$ cat src/rtl/imem_loader.sv
// imem_loader: boot-time instruction memory writer.
// Takes a length-prefixed byte stream over valid/ready and packs the bytes
// little-endian into 32-bit words. The words go to consecutive addresses
// starting at 0. The core is held in reset until the whole image is written.
// Optional feature: define IMEM_LOADER_CKSUM_EN to expect a trailing XOR
// checksum byte after the payload.
module imem_loader #(
  parameter int unsigned ADDR_W = 10
) (
  input  logic              clk,
  input  logic              reset,
  input  logic              rx_valid,
  input  logic [7:0]        rx_data,
  output logic              rx_ready,
  input  logic              reload,
  output logic              imem_we,
  output logic [ADDR_W-1:0] imem_addr,
  output logic [31:0]       imem_wdata,
  output logic              core_reset,
  output logic              done,
  output logic              err
);

  // Number of memory words, widened by one bit so that DEPTH == 2**16 still fits.
  localparam logic [16:0] DEPTH = 17'(1) << ADDR_W;

`ifdef IMEM_LOADER_CKSUM_EN
  typedef enum logic [2:0] {S_LEN0, S_LEN1, S_DATA, S_CKSUM, S_DONE, S_ERR} state_t;
  localparam state_t S_TAIL = S_CKSUM;
`else
  typedef enum logic [2:0] {S_LEN0, S_LEN1, S_DATA, S_DONE, S_ERR} state_t;
  localparam state_t S_TAIL = S_DONE;
`endif

  state_t            state, state_nxt;
  logic [7:0]        len_lo;
  logic [15:0]       len;
  logic [15:0]       len_full;
  logic [1:0]        byte_cnt;
  logic [15:0]       word_cnt;
  logic [ADDR_W-1:0] addr_cnt;
  logic [23:0]       pack;
  logic              accept;
  logic              word_done;
  logic              last_word;
  logic              reload_go;
  logic              done_nxt;
`ifdef IMEM_LOADER_CKSUM_EN
  logic [7:0]        xor_acc;
`endif

  // Handshake and word-completion decode
  always_comb begin
    rx_ready  = (state == S_LEN0) || (state == S_LEN1) || (state == S_DATA)
`ifdef IMEM_LOADER_CKSUM_EN
                || (state == S_CKSUM)
`endif
                ;
    accept    = rx_valid && rx_ready;
    len_full  = {rx_data, len_lo};
    last_word = (word_cnt == (len - 16'd1));
    word_done = (state == S_DATA) && accept && (byte_cnt == 2'd3);
    reload_go = reload && ((state == S_DONE) || (state == S_ERR));
    done_nxt  = (state == S_DONE) && !reload;
  end

  // State register
  always_ff @(posedge clk or posedge reset) begin
    if (reset) state <= S_LEN0;
    else       state <= state_nxt;
  end

  // Next-state logic
  always_comb begin
    state_nxt = state;
    case (state)
      S_LEN0: if (accept) state_nxt = S_LEN1;
      S_LEN1:
        if (accept) begin
          if ({1'b0, len_full} > DEPTH) state_nxt = S_ERR;
          else if (len_full == 16'd0)   state_nxt = S_TAIL;
          else                          state_nxt = S_DATA;
        end
      S_DATA: if (word_done && last_word) state_nxt = S_TAIL;
`ifdef IMEM_LOADER_CKSUM_EN
      S_CKSUM:
        if (accept) state_nxt = (rx_data == xor_acc) ? S_DONE : S_ERR;
`endif
      S_DONE: if (reload) state_nxt = S_LEN0;
      S_ERR:  if (reload) state_nxt = S_LEN0;
      default: state_nxt = S_LEN0;
    endcase
  end

  // Length capture, byte packing and word/address counters
  always_ff @(posedge clk or posedge reset) begin
    if (reset) begin
      len_lo   <= '0;
      len      <= '0;
      byte_cnt <= '0;
      word_cnt <= '0;
      addr_cnt <= '0;
      pack     <= '0;
`ifdef IMEM_LOADER_CKSUM_EN
      xor_acc  <= '0;
`endif
    end else if (reload_go) begin
      byte_cnt <= '0;
      word_cnt <= '0;
      addr_cnt <= '0;
`ifdef IMEM_LOADER_CKSUM_EN
      xor_acc  <= '0;
`endif
    end else begin
      if (state == S_LEN0 && accept) len_lo <= rx_data;
      if (state == S_LEN1 && accept) len    <= len_full;
      if (state == S_DATA && accept) begin
        byte_cnt <= byte_cnt + 2'd1;
`ifdef IMEM_LOADER_CKSUM_EN
        xor_acc  <= xor_acc ^ rx_data;
`endif
        case (byte_cnt)
          2'd0: pack[7:0]   <= rx_data;
          2'd1: pack[15:8]  <= rx_data;
          2'd2: pack[23:16] <= rx_data;
          default: begin
            word_cnt <= word_cnt + 16'd1;
            // Hold the address on the final word so N == DEPTH never wraps to 0.
            if (!last_word) addr_cnt <= addr_cnt + ADDR_W'(1);
          end
        endcase
      end
    end
  end

  // Registered memory write port and status outputs
  always_ff @(posedge clk or posedge reset) begin
    if (reset) begin
      imem_we    <= 1'b0;
      imem_addr  <= '0;
      imem_wdata <= '0;
      core_reset <= 1'b1;
      done       <= 1'b0;
      err        <= 1'b0;
    end else begin
      imem_we <= word_done;
      if (word_done) begin
        imem_addr  <= addr_cnt;
        imem_wdata <= {rx_data, pack};
      end
      // done trails entry into DONE by one edge so release follows the final write cycle.
      done       <= done_nxt;
      core_reset <= !done_nxt;
      err        <= (state_nxt == S_ERR);
    end
  end

endmodule

$ cat config.mk
export PLATFORM = sky130hd
export DESIGN_NAME = imem_loader
export DESIGN_NICKNAME = d
export VERILOG_FILES = /design/src/rtl/imem_loader.sv
export SDC_FILE = /design/constraint.sdc
export NUM_CORES = 1
export LEC_CHECK = 0
export ABC_AREA = 0
export CAP_MARGIN = 10
export CORE_MARGIN = 5
export CORE_UTILIZATION = 51
export DETAILED_ROUTE_END_ITERATION = 8
export GPL_TIMING_DRIVEN = 0
export PLACE_DENSITY = 0.77
export SLEW_MARGIN = 40
export SYNTH_ARGS = -nofsm -noshare
export SYNTH_HDL_FRONTEND = slang
export SYNTH_SLANG_ARGS = --single-unit
$ cat constraint.sdc
create_clock -name clk -period 4.2 [get_ports clk]
set_input_delay 0.63 -clock clk [delete_from_list [all_inputs] [get_ports clk]]
set_output_delay 0.63 -clock clk [all_outputs]
set_load 0.05 [all_outputs]
# Word level (Yosys, flattened, before mapping)
# Cells that the tools add are included.
# Widths: inputs -> output; s select.
totals:
  regBits: 125
  in_bits: 12
  wordCells: 74
op_classes:
  magnitude_cmp: 1
  add_sub_neg: 4
  bitwise_logic: 1
  reduce_logical: 26
  n_eq_ne: 11
  muxes: 16
ops:
  columns: ["cell", "n"]
  rows:
  - ["$mux 16", 3]
  - ["$mux 10", 4]
  - ["$add 16x1->16 const B", 1]
  - ["$eq 16x16->1", 1]
  - ["$gt 16x11->1 const B", 1]
  - ["$logic_not 16->1", 1]
  - ["$sub 16x1->16 const B", 1]
  - ["$mux 3", 5]
  - ["$pmux 3 s4", 1]
  - ["$reduce_and 3->1", 4]
  - ["$add 10x1->10 const B", 1]
  - ["$logic_and 1x1->1", 8]
  - ["$eq 3x2->1 const B", 2]
  - ["$eq 3x3->1 const B", 2]
  - ["$reduce_and 2->1", 3]
  - ["$eq 2x2->1 const B", 2]
  - ["$mux 2", 2]
  - ["$ne 2x1->1 const B", 2]
  - ["$eq 3x1->1 const B", 1]
  - ["$logic_not 3->1", 1]
  - ["$logic_or 1x1->1", 3]
  - ["$reduce_or 3->1", 1]
  - ["$add 2x1->2 const B", 1]
  - ["$eq 2x1->1 const B", 1]
  - ["6 further kinds", 7]

# Logic depth before layout (Yosys ltp)
# Gate-level depths: netlist of the first run.
logic_depth:
  depth_word: 10
  depth_mapped: 10
  ltp_nobuf: 9

# Worst setup path after synthesis of the first run
# No wires, ideal clock.
synth_path:
  kind: "register -> register"
  from: "register len[0]"
  to: "register addr_cnt[5]"
  stages_incl_launch_ff: 10
  setup_ns: 0.078
  t_required_ns: 4.122
  n_path_buf: 0
  slack_ns: 1.721
  t_arrival_ns: 2.401
  path_cell_list: "dfrtp_1 -> inv_1 -> ha_1 -> or3b_2 -> or3_1 -> nand3_2 -> a211oi_2 -> and4_4 -> or4_1 -> a21oi_1"
synth_between:
  elab_chain_cells: 4
synth_rtl:
  columns: ["element", "line", "rtl"]
  rows:
  - ["start, declared", "37", "logic [15:0] len;"]
  - ["start signal, assigned", "116", "if (state == S_LEN1 && accept) len <= len_full;"]
  - ["$sub 16x1->16", "61", "last_word = (word_cnt == (len - 16'd1));"]
  - ["$eq 16x16->1", "61", null]
  - ["$ne 2x1->1 (no line)", null, null]
  - ["$reduce_and 3->1 (no line)", null, null]
  - ["end signal, assigned", "129", "if (!last_word) addr_cnt <= addr_cnt + ADDR_W'(1);"]
  - ["end, declared", "41", "logic [ADDR_W-1:0] addr_cnt;"]
# No other way between the ends.
# A chain may end at the register's enable or synchronous reset.

# Worst setup path after layout of the first run
layout_path:
  from: "input rx_valid"
  to: "register imem_wdata[25]"
layout_between:
  elab_chain_cells: 3
layout_rtl:
  columns: ["element", "line", "rtl"]
  rows:
  - ["start, declared", "12", "input logic rx_valid,"]
  - ["$logic_and 1x1->1", "59", "accept = rx_valid && rx_ready;"]
  - ["$logic_and 1x1->1 (2 in series)", "62", "word_done = (state == S_DATA) && accept && (byte_cnt == 2'd3);"]
  - ["end signal, assigned", "149", "imem_wdata <= {rx_data, pack};"]
  - ["end, declared", "18", "output logic [31:0] imem_wdata,"]
# No other way between the ends.

==> impl_metrics.sql, run 1 <==
INSERT INTO impl_metrics (metric_group, metric, value, unit) VALUES
('synthesis', 'flip_flop_and_latch_count_after_synthesis', '125', ''),
('cts', 'cts.sink_count', '125', ''),
('layout', 'drive_above_1_share', '0.156', ''),
('timing', 'holdWs', '0.461', 'ns'),
('synthesis', 'synth_fp_nets', '564', ''),
('global_route', 'grt_pass1_wl', '22.5', 'mm'),
('synthesis', 'yosys.cell_count.top_type', 'sky130_fd_sc_hd__nand2_1', ''),
('power_and_ir_drop', 'powerDensity', '598', 'nW/um2'),
('cts', 'clock_tree_from_tritoncts', 'done', ''),
('synthesis', 'synthCells', '545', ''),
('die', 'die-width', '115', 'um'),
('drt', 'firstDrtPassIters', '4', ''),
('critical_path', 'cell_with_the_largest_stage_delay_on_the_worst_path', 'sky130_fd_sc_hd__clkdlybuf4s50_1', ''),
('timing', 'setup_viol', '0', ''),
('global_route', 'met2_routing_resource_usage_after_global_routing', '0.359', ''),
('synthesis', 'asyncSetResetFlopFracSynth', '1.00', ''),
('global_route', 'grt_remaining_overflow', '0', ''),
('synthesis', 'synth_top_area_share', '0.547', ''),
('die', 'area_of_the_die', '13300', 'um2'),
('power_and_ir_drop', 'total_power', '4.22', 'mW'),
('drt', 'final_antenna_net_count', '0', ''),
('timing', 'fin_worst_skew', '0.0109', 'ns'),
('timing', 'timing.final.hold_violations', '0', ''),
('cts', 'cts.repair.resized', '0', ''),
('placed_design', 'hpwl', '8.98', 'mm'),
('cts', 'numCtsBuffers', '17', ''),
('drt', 'detail_route.vias_per_cell', '5.55', ''),
('power_and_ir_drop', 'switching_power', '1.36', 'mW'),
('synthesis', 'synth.largest_area_cell', 'sky130_fd_sc_hd__dfrtp_1', ''),
('global_route', 'grt_use_met3', '0.0569', ''),
('timing', 'setup-tns-final', '0', 'ns'),
('placed_design', 'io_buffer_count', '58', ''),
('timing', 'period_share', '0.681', ''),
('layout', 'seq_area', '3130', 'um2'),
('power_and_ir_drop', 'static-leakage-power', '3.33', 'nW'),
('power_and_ir_drop', 'p_seq_frac', '0.408', ''),
('global_route', 'groute.layer.met1.usage', '0.281', ''),
('global_route', 'grt_util_all_layers', '0.218', ''),
('critical_path', 'timing.critical_path.to_type', 'flip-flop', ''),
('critical_path', 'worstPathMaxFanout', '10', ''),
('cts', 'cts.hold.buffers_added', '0', ''),
('die', 'core.rowCount', '38', ''),
('die', 'fp.coreArea', '10900', 'um2'),
('timing', 'timing.max_slew.rel_slack', '0.551', ''),
('power_and_ir_drop', 'worst_ir_drop_vdd', '0.000277', 'V'),
('critical_path', 'critical_path_buf_inv_count', '5', ''),
('layout', 'layout_area_overhead', '24.5', '%'),
('timing', 'timing_max_transition_violations_final', '0', ''),
('critical_path', 'max_stage_delay', '0.55', 'ns'),
('die', 'floorplan.initialDensity', '0.521', ''),
('critical_path', 'critPathKind', 'primary input to flip-flop', ''),
('synthesis', 'post_synth_main_area_contributors', 'sky130_fd_sc_hd__dfrtp_1 55%, sky130_fd_sc_hd__nand2_1 10%, sky130_fd_sc_hd__mux2_2 9.1%', ''),
('synthesis', 'yosys_warnings', '0', ''),
('global_route', 'grt_start_max_net_pins', '84', ''),
('cts', 'post-cts-setup-buffers', '0', ''),
('layout', 'filler_cell_count', '843', ''),
('cts', 'htree_levels', '4', ''),
('global_route', 'grt.busiest_layer', 'met2', ''),
('synthesis', 'seq_area_frac_synth', '0.552', ''),
('drt', 'drc_errors', '0', ''),
('synthesis', 'yosysUniqueCellTypes', '53', ''),
('critical_path', 'worstPathRequired', '4.66', 'ns'),
('power_and_ir_drop', 'swShare', '0.322', ''),
('drt', 'post_drt_wl_per_cell', '17.1', 'um'),
('run_status', 'run_status', 'complete, no violations', ''),
('run', 'cap_violations', '0', ''),
('synthesis', 'yosys_most_used_dff', 'sky130_fd_sc_hd__dfrtp_1', ''),
('drt', 'detailed_route_iter0_violations', '210', ''),
('timing', 'worst_slew_pin_slew', '0.668', 'ns'),
('placed_design', 'gp_routability_congestion', '0.807', ''),
('timing', 'unrepaired_setup_endpoints_after_global_routing', 'no', '');
## cell families after synthesis
family          after synthesis  synth area share
simple gates                251             0.206
xor+xnor                     33            0.0510
flops                       125             0.552
compound gates               47            0.0560
mux                          50            0.0984
fa+ha+maj                     7            0.0154
buf+inv                      32            0.0216
## per-stage QoR
step / setup WS (ns) / instances / utilization / area (um2)
after floorplan: 0.244 / 545 / - / 5670
after global placement: -1.31 / 743 / 0.590 / 6430
after detailed placement: 0.904 / 744 / 0.594 / 6460
after CTS: 1.37 / 776 / 0.649 / 7060
after global routing: 1.10 / 776 / 0.649 / 7060
final: 1.34 / 776 / 0.649 / 7060
## power groups by stage
| stage | clock network (mW) | logic (mW) | registers [mW] |
|---|---|---|---|
| final | 1.48 | 1.02 | 1.72 |
| after global routing | 1.57 | 1.12 | 1.76 |
| after CTS | 1.50 | 1.03 | 1.72 |
| after detailed placement | 0 | 1.01 | 1.73 |
| after global placement | 0 | 0.954 | 1.72 |
| after floorplan | 0 | 0.713 | 1.74 |
## sequential cells by signal, indices dropped and copies added, names as in the netlist
| name | cells |
|---|---|
| byte_cnt | 2 |
| imem_addr | 10 |
| done | 1 |
| len | 16 |
| len_lo | 8 |
| pack | 24 |
| imem_we | 1 |
| err | 1 |
| core_reset | 1 |
| imem_wdata | 32 |
| state | 3 |
| word_cnt | 16 |
| addr_cnt | 10 |
## path summary, 6_finish.rpt
check / from / end / slack [ns] / cells after the start
setup / recovery: rx_valid / imem_wdata[25] / 1.34 / 9
hold / removal: pack[18] / imem_wdata[18] / 0.46 / 2
setup reg to reg: len[4] / addr_cnt[9] / 1.38 / 7
hold reg to reg: pack[18] / imem_wdata[18] / 0.46 / 2
max in group asynchronous: reset / core_reset / 2.98 / 3
min in group asynchronous: reset / imem_wdata[1] / 0.49 / 2
## cells in the final DEF (no fill, tap or decap), types with 10 or more instances in the layout
cell                                n
sky130_fd_sc_hd__clkbuf_1          14
sky130_fd_sc_hd__clkdlybuf4s50_1   58
sky130_fd_sc_hd__mux2_2            46
sky130_fd_sc_hd__dfrtp_1          124
sky130_fd_sc_hd__a21oi_1           13
sky130_fd_sc_hd__nand2_1          154
sky130_fd_sc_hd__clkbuf_16         16
sky130_fd_sc_hd__xnor2_1           13
sky130_fd_sc_hd__inv_1             11
sky130_fd_sc_hd__nor2_1            26
sky130_fd_sc_hd__o21ai_0           10
sky130_fd_sc_hd__nand3_1           15
sky130_fd_sc_hd__xor2_1            20
## worst min-delay path, cell delays in order (launching register included)
cell                      delay, ns
sky130_fd_sc_hd__dfrtp_1       0.34
sky130_fd_sc_hd__nand2_1       0.05
sky130_fd_sc_hd__nand2_1       0.05
## final cells by class
type	count	share of cell area
repair buffers	59	0.0861
flip-flops and latches	125	0.443
well taps	140	0.0248
inverters	13	0.00797
clock buffers	17	0.0586
multi-input cells	388	0.343
clock inverters	15	0.0264
plain buffers	19	0.0105
## metal layers
layer  up-vias  part of all wire
met2       121              0.50
met4         0             0.023
met3        29             0.054
met1      2144              0.42
li1       2011                 -
met5         -                 0
(Power assumes the default switching activity.)
==> inputs of run 2 (changes only) <==
--- a/config.mk
+++ b/config.mk
@@ -8,10 +8,10 @@
 export ABC_AREA = 0
 export CAP_MARGIN = 10
 export CORE_MARGIN = 5
-export CORE_UTILIZATION = 51
+export CORE_UTILIZATION = 57
 export DETAILED_ROUTE_END_ITERATION = 8
 export GPL_TIMING_DRIVEN = 0
-export PLACE_DENSITY = 0.77
+export PLACE_DENSITY = 0.81
 export SLEW_MARGIN = 40
 export SYNTH_ARGS = -nofsm -noshare
 export SYNTH_HDL_FRONTEND = slang
==> constraint.sdc (replaced) <==
create_clock -name clk -period 2.65 [get_ports clk]
set_input_delay 0.3975 -clock clk [delete_from_list [all_inputs] [get_ports clk]]
set_output_delay 0.3975 -clock clk [all_outputs]
set_load 0.05 [all_outputs]
==> run 2 against run 1 <==
Utilization rose by 9.9 points. Cell count fell by 0.26%. Critical path depth fell by 2. Sequential cell count did not move. Worst setup slack got worse by 1.3 ns. First-iteration DRC count rose by 30%.
==> impl_metrics.sql, run 2 (synthesis gave the netlist of run 1 again) <==
INSERT INTO impl_metrics (metric_group, metric, value, unit) VALUES
('run', 'cap_violations', '0', ''),
('critical_path', 'cp_data_arrival_time', '3.00', 'ns'),
('critical_path', 'critPathLaunchType', 'flip-flop', ''),
('global_route', 'grt_util_all_layers', '0.254', ''),
('cts', 'insertion_delay', '0.52', 'ns'),
('die', 'core.rowCount', '36', ''),
('cts', 'cts.sink_count', '125', ''),
('drt', 'detail_route.vias_per_cell', '5.62', ''),
('cts', 'htree_levels', '4', ''),
('timing', 'fmaxAchievable', '390', 'MHz'),
('die', 'ioPinCount', '59', ''),
('layout', 'top_library_cells_by_usage_in_the_layout_fill_and_taps_aside', '153 x sky130_fd_sc_hd__nand2_1, 121 x sky130_fd_sc_hd__dfrtp_1, 58 x sky130_fd_sc_hd__clkdlybuf4s50_1, 46 x sky130_fd_sc_hd__mux2_2, 25 x sky130_fd_sc_hd__nor2_1', ''),
('critical_path', 'critPathKind', 'flip-flop to flip-flop', ''),
('timing', 'fin_worst_skew', '0.00728', 'ns'),
('layout', 'final_net_count', '648', ''),
('layout', 'layoutNonFillerInstCount', '774', ''),
('power_and_ir_drop', 'static-leakage-power', '3.40', 'nW'),
('layout', 'layout.cells.most_common', 'sky130_fd_sc_hd__nand2_1', ''),
('die', 'fp.coreArea', '9730', 'um2'),
('critical_path', 'worstPathMaxFanout', '7', ''),
('critical_path', 'cell_with_the_largest_stage_delay_on_the_worst_path', 'sky130_fd_sc_hd__or4_4', ''),
('timing', 'layout_min_cycle_time', '2.56', 'ns'),
('global_route', 'grt_pass1_wl', '23.1', 'mm'),
('drt', 'firstDrtPassIters', '5', ''),
('layout', 'layout_area_overhead', '28.3', '%'),
('timing', 'setup_viol', '0', ''),
('cts', 'clk_root_buffer_cell', 'sky130_fd_sc_hd__clkbuf_8', ''),
('critical_path', 'regToRegStartpoint', 'len[5]', ''),
('global_route', 'grt_remaining_overflow', '0', ''),
('cts', 'numCtsBuffers', '17', ''),
('timing', 'period_share', '0.967', ''),
('drt', 'via_count', '4347', ''),
('critical_path', 'critical_path_buf_inv_count', '0', ''),
('critical_path', 'reg2reg_depth', '7', ''),
('layout', 'filler_cell_count', '637', ''),
('timing', 'timing.max_slew.rel_slack', '0.578', ''),
('critical_path', 'critPathTopFamily', 'simple AND/OR/NAND/NOR gates', ''),
('power_and_ir_drop', 'worst_ir_drop_vdd', '0.000555', 'V'),
('timing', 'timing.final.hold_violations', '0', ''),
('placed_design', 'placement.cell_area', '6550', 'um2'),
('critical_path', 'cell_by_cell_trace_of_the_critical_path', 'or4_4, nor2_1, nand4bb_1, a32oi_2, and4_4, or4_1, a21oi_1', ''),
('global_route', 'grt_start_max_net_pins', '27', ''),
('die', 'die_h', '110', 'um'),
('drt', 'postRouteWirelength', '13.9', 'mm'),
('cts', 'cts-root-to-sink-buffers', '2', ''),
('placed_design', 'gp_routability_congestion', '0.796', ''),
('critical_path', 'max_stage_delay', '0.60', 'ns'),
('cts', 'cts.reportedPaths.clkPinSlew', '0.06', 'ns'),
('layout', 'stdcell_area', '7280', 'um2'),
('critical_path', 'timing.rr.end', 'addr_cnt[5]', ''),
('critical_path', 'worstPathRequired', '3.08', 'ns'),
('global_route', 'via_count_of_the_first_global_routing_pass', '4520', ''),
('layout', 'antenna-diode-count', '0', ''),
('power_and_ir_drop', 'total_power', '6.96', 'mW'),
('die', 'area_of_the_die', '12000', 'um2'),
('critical_path', 'path_depth', '7', ''),
('die', 'die-width', '110', 'um'),
('power_and_ir_drop', 'powerDensity', '956', 'nW/um2'),
('layout', 'drive_above_1_share', '0.179', ''),
('hold_path', 'min_path_type', 'primary input to async pin', ''),
('die', 'floorplan.initialDensity', '0.583', ''),
('placed_design', 'hpwl', '9.42', 'mm'),
('drt', 'drc_errors', '0', ''),
('cts', 'clock_tree_from_tritoncts', 'done', ''),
('global_route', 'antenna_found_initial', '0', ''),
('timing', 'timing_max_transition_violations_final', '0', ''),
('layout', 'largest_reg_flops', '32', ''),
('layout', 'largest_register', 'imem_wdata', ''),
('placed_design', 'dp.cells', '741', ''),
('timing', 'worst_slew_pin_slew', '0.633', 'ns'),
('cts', 'cts.hold.buffers_added', '0', ''),
('placed_design', 'io_buffer_count', '58', ''),
('timing', 'setup-tns-final', '0', 'ns'),
('critical_path', 'timing.critical_path.to_type', 'flip-flop', ''),
('critical_path', 'reg2reg_setup_slack', '0.09', 'ns'),
('drt', 'final_antenna_net_count', '0', ''),
('layout', 'top_regs', 'imem_wdata: 32 flops, pack: 24 flops', ''),
('drt', 'post_drt_wl_per_cell', '17.9', 'um'),
('drt', 'detailed_route_iter0_violations', '274', ''),
('run_status', 'run_status', 'complete, no violations', '');
## run 2: cell types whose count changed in the layout (fill, tap and decap cells not counted), moves of 2 or more
cell,change
sky130_fd_sc_hd__buf_4,+2
sky130_fd_sc_hd__inv_1,-2
sky130_fd_sc_hd__clkbuf_8,+2
sky130_fd_sc_hd__nor4_4,+2
sky130_fd_sc_hd__dfrtp_1,-3
sky130_fd_sc_hd__inv_8,-2
sky130_fd_sc_hd__inv_6,-4
sky130_fd_sc_hd__dfrtp_2,+3
sky130_fd_sc_hd__buf_16,+3
## run 2: report_power, final
part,switching [mW],internal [mW]
combinational,0.935,0.839
clock,0.819,1.57
sequential,0.449,2.34
total,2.20,4.75
## run 2: final cells by class
type | instances | area [um2] | share of cell area
Multi-Input combinational cell | 388 | 2510 | 0.345
Clock inverter | 10 | 164 | 0.0225
Buffer | 19 | 75.1 | 0.0103
Timing Repair Buffer | 65 | 726 | 0.0997
Clock buffer | 21 | 449 | 0.0617
Sequential cell | 125 | 3130 | 0.431
Tap cell | 133 | 166 | 0.0229
Inverter | 13 | 55.1 | 0.00757
## run 2: worst max-delay path by stage
| stage | start | slack [ns] | endpoint |
|---|---|---|---|
| floorplan | len[0] | 0.17 | addr_cnt[5] |
| global placement | reset | -0.35 | imem_addr[9] |
| detailed placement | rx_valid | -0.37 | imem_wdata[27] |
| CTS | len[0] | -0.002 | addr_cnt[9] |
| global route | len[8] | -0.01 | addr_cnt[9] |
| finish | len[5] | 0.09 | addr_cnt[5] |
## run 2: worst reg2reg max path: stages, from the launching register on
cell and delay, ns:
sky130_fd_sc_hd__dfrtp_1 0.47, sky130_fd_sc_hd__or4_4 0.60, sky130_fd_sc_hd__nor2_1 0.23, sky130_fd_sc_hd__nand4bb_1 0.20
sky130_fd_sc_hd__a32oi_2 0.11, sky130_fd_sc_hd__and4_4 0.26, sky130_fd_sc_hd__or4_1 0.47, sky130_fd_sc_hd__a21oi_1 0.15
## run 2: what timing repair did
item                                    4_1_cts  5_1_grt
resized for setup                             5       17
endpoints found under the setup margin        8       47
pin swaps                                     0        4
buffers inserted                              0        2
## run 2: per-stage QoR
stage,util,hold WS [ns],worst slack [ns]
floorplan,-,0.433,0.171
global placement,0.660,0.448,-0.345
detailed placement,0.673,0.462,-0.369
CTS,0.739,0.283,-0.00166
global route,0.748,0.297,-0.0145
finish,0.748,0.279,0.0873
## run 2: layer usage
layer	global-route usage	vias to the layer above	part of all wire
li1	-	2025	-
met5	0	-	0
met2	0.413	157	0.50
met3	0.0599	39	0.052
met4	0.107	0	0.024
met1	0.329	2126	0.42
==> inputs of run 3 (changes only) <==
--- a/config.mk
+++ b/config.mk
@@ -6,7 +6,6 @@
 export NUM_CORES = 1
 export LEC_CHECK = 0
 export ABC_AREA = 0
-export CAP_MARGIN = 10
 export CORE_MARGIN = 5
 export CORE_UTILIZATION = 57
 export DETAILED_ROUTE_END_ITERATION = 8
==> results of run 3 <==
No change in the layout: final DEF, timing and power equal those of run 2.
==> RTL change (flow settings as in run 2) <==
`ADDR_W`: 10 -> 12.
--- a/src/rtl/imem_loader.sv
+++ b/src/rtl/imem_loader.sv
@@ -5,7 +5,7 @@
 // Optional feature: define IMEM_LOADER_CKSUM_EN to expect a trailing XOR
 // checksum byte after the payload.
 module imem_loader #(
-  parameter int unsigned ADDR_W = 10
+  parameter int unsigned ADDR_W = 12
 ) (
   input  logic              clk,
   input  logic              reset,
Ports: changed (resized imem_addr); port bits go from 59 to 61. The function was not compared with the original's and may differ.
==> RTL change against run 2 <==
The flow now finishes with violations (setup timing). Cell area increased by 5.2%. Routed wire length is 2.7% higher. Area after synthesis increased by 5.6%. First-iteration DRC count shrank 23%. Sequential cell count is 4 higher. Utilization shrank 0.30 points. Setup slack worse by 730 ps. Clock skew grew 4.2 ps. Critical endpoint is now addr_cnt[3]. Clock power fell by 5%. Non-clock buffer count rose by 17. Count of clock-buffer cells in the layout fell by 1. Power up 30%. Sequential power grew 16%.
==> RTL change: results (changes against run 2) <==
Worst setup path
  – CP delay by family, top: simple AND/OR/NAND/NOR gates
  – Slowest stage cell, crit path: sky130_fd_sc_hd__o41a_1
  – Highest net fanout along the worst path: 5 (-2)
  – Delay of the slowest critical-path stage: 500 ps (-100 ps)
  – Depth of the worst register-to-register path: 11 (+4)
  – Reg2Reg Launch Point: len[1]
  – Worst path arrival time: 3700 ps (+700 ps)
  – Worst setup endpoint: addr_cnt[3]

Logic synthesis
  – Net count after synthesis: 595 (+5.5%)
  – Sequential cell area fraction in the yosys report: 53.94% (-1.2 points)
  – Cell count after synthesis: 576 (+5.7%)
  – Most used standard cells in the synthesized netlist: 140 x sky130_fd_sc_hd__nand2_1, 128 x sky130_fd_sc_hd__dfrtp_1, 45 x sky130_fd_sc_hd__mux2_2, 33 x sky130_fd_sc_hd__nor2_1, 23 x sky130_fd_sc_hd__clkbuf_1
  – Share of Yosys cell area claimed by the top area cell type: 53.50% (-1.2 points)
  – Synth cell types: 58 (+9.4%)
  – Post-synth ARST share: 100.0% (unchanged)
  – Largest cells by area after synthesis: sky130_fd_sc_hd__dfrtp_1 54%, sky130_fd_sc_hd__nand2_1 8.8%, sky130_fd_sc_hd__mux2_2 8.5%, sky130_fd_sc_hd__xnor2_1 3.1%, sky130_fd_sc_hd__xor2_1 2.2%

Timing
  – Fin worst setup slack: -640.0 ps (-727.3 ps)
  – Tightest Pin Transition: 662.9 ps (+30.24 ps)
  – Final sum of negative setup slack: -6820 ps (-6820 ps)
  – Total of endpoints with negative setup slack in the final report: 13 (+13)
  – Max Clock Skew: 11.49 ps (+4.216 ps)
  – Final hold slack: 152.4 ps (-126.7 ps)

Final layout
  – Fill cell total of the finished layout: 692 (+8.6%)
  – Reg area: 3232 um^2 (+3.2%)
  – Fraction of layout instances using a drive strength above 1: 19.15% (+1.2 points)
  – NumNets Final: 685 (+5.7%)
  – Final cell count without fillers: 815 (+5.3%)

Global route
  – Global-route wire length before repair: 24520 um (+6.0%)
  – Number of global-route vias before repair: 4964 (+9.8%)
  – Overall Global Routing Usage: 24.23% (-1.2 points)

Run status
  – Violated checks: setup timing
  – Result of the run: finished with violations

Power and ir drop
  – Switching power total: 3.496 mW (+59%)
  – Combinational group power: 3.52 mW (+99%)
  – Clock power share: 25.2% (-9.2 points)
  – Fraction of power spent switching nets: 38.72% (+7.0 points)
  – Leakage power total: 3.508 nW (+3.0%)
  – IR drop worst, VDD: 0.0007384 V (+33%)

Clock network
  – Setup bufs post-CTS: 6 (+6)
  – Post-cts repair resize count: 21 (+16)

Routing
  – Routed via count divided by cell count: 5.637 (+0.37%)
  – Violation count after the first detailed-route iteration: 210 (-23%)
  – Wire length after detailed routing: 14240 um (+2.7%)
  – First-pass iteration count of the detailed router: 4 (-1)

Placement
  – Placed Cells: 777 (+4.9%)
  – Pre-CTS setup slack: -759.0 ps (-389.8 ps)
  – Post-placement cell area: 6887 um^2 (+5.1%)
  – Buffers on Ports: 60 (+3.4%)
  – Total half-perimeter wirelength after legalization and detailed placement: 9445 um (+0.32%)
  – Weighted congestion reported at the end of routability-driven placement: 0.8909 (+12%)
## RTL change: cell types whose count changed in the layout (fill, tap and decap cells not counted), sizes merged, moves of 7 or more
cell	run 2	this run
nand2	154	140
xnor2	13	21
a311oi	0	7
buf	12	19
clkbuf	35	42
nor2	26	33
## RTL change: logic make-up after synthesis
logic type | synth area share (%)
XOR/XNOR | 5.664
adder cells (fa/ha/maj) | 1.463
multiplexers | 9.530
AND/OR/NAND/NOR | 20.36
flip-flops | 53.94
buffers and inverters | 3.406
AO/OA/AOI/OAI | 5.643
## RTL change: per-layer routing
metal / vias up / track usage (%) / part of all wire, %
li1: 2145 / - / -
met1: 2294 / 30.93 / 43
met2: 125 / 39.89 / 50
met3: 30 / 6.900 / 5.4
met4: 0 / 8.253 / 2.0
met5: - / 0 / 0
## RTL change: final cells by class
type,instances,area share (%)
clock buffer,20,5.949
multi-input combinational,400,35.07
buffer,28,1.830
tap,136,2.223
timing repair buffer,73,10.12
inverter,17,0.8825
sequential,129,42.21
clock inverter,12,1.716
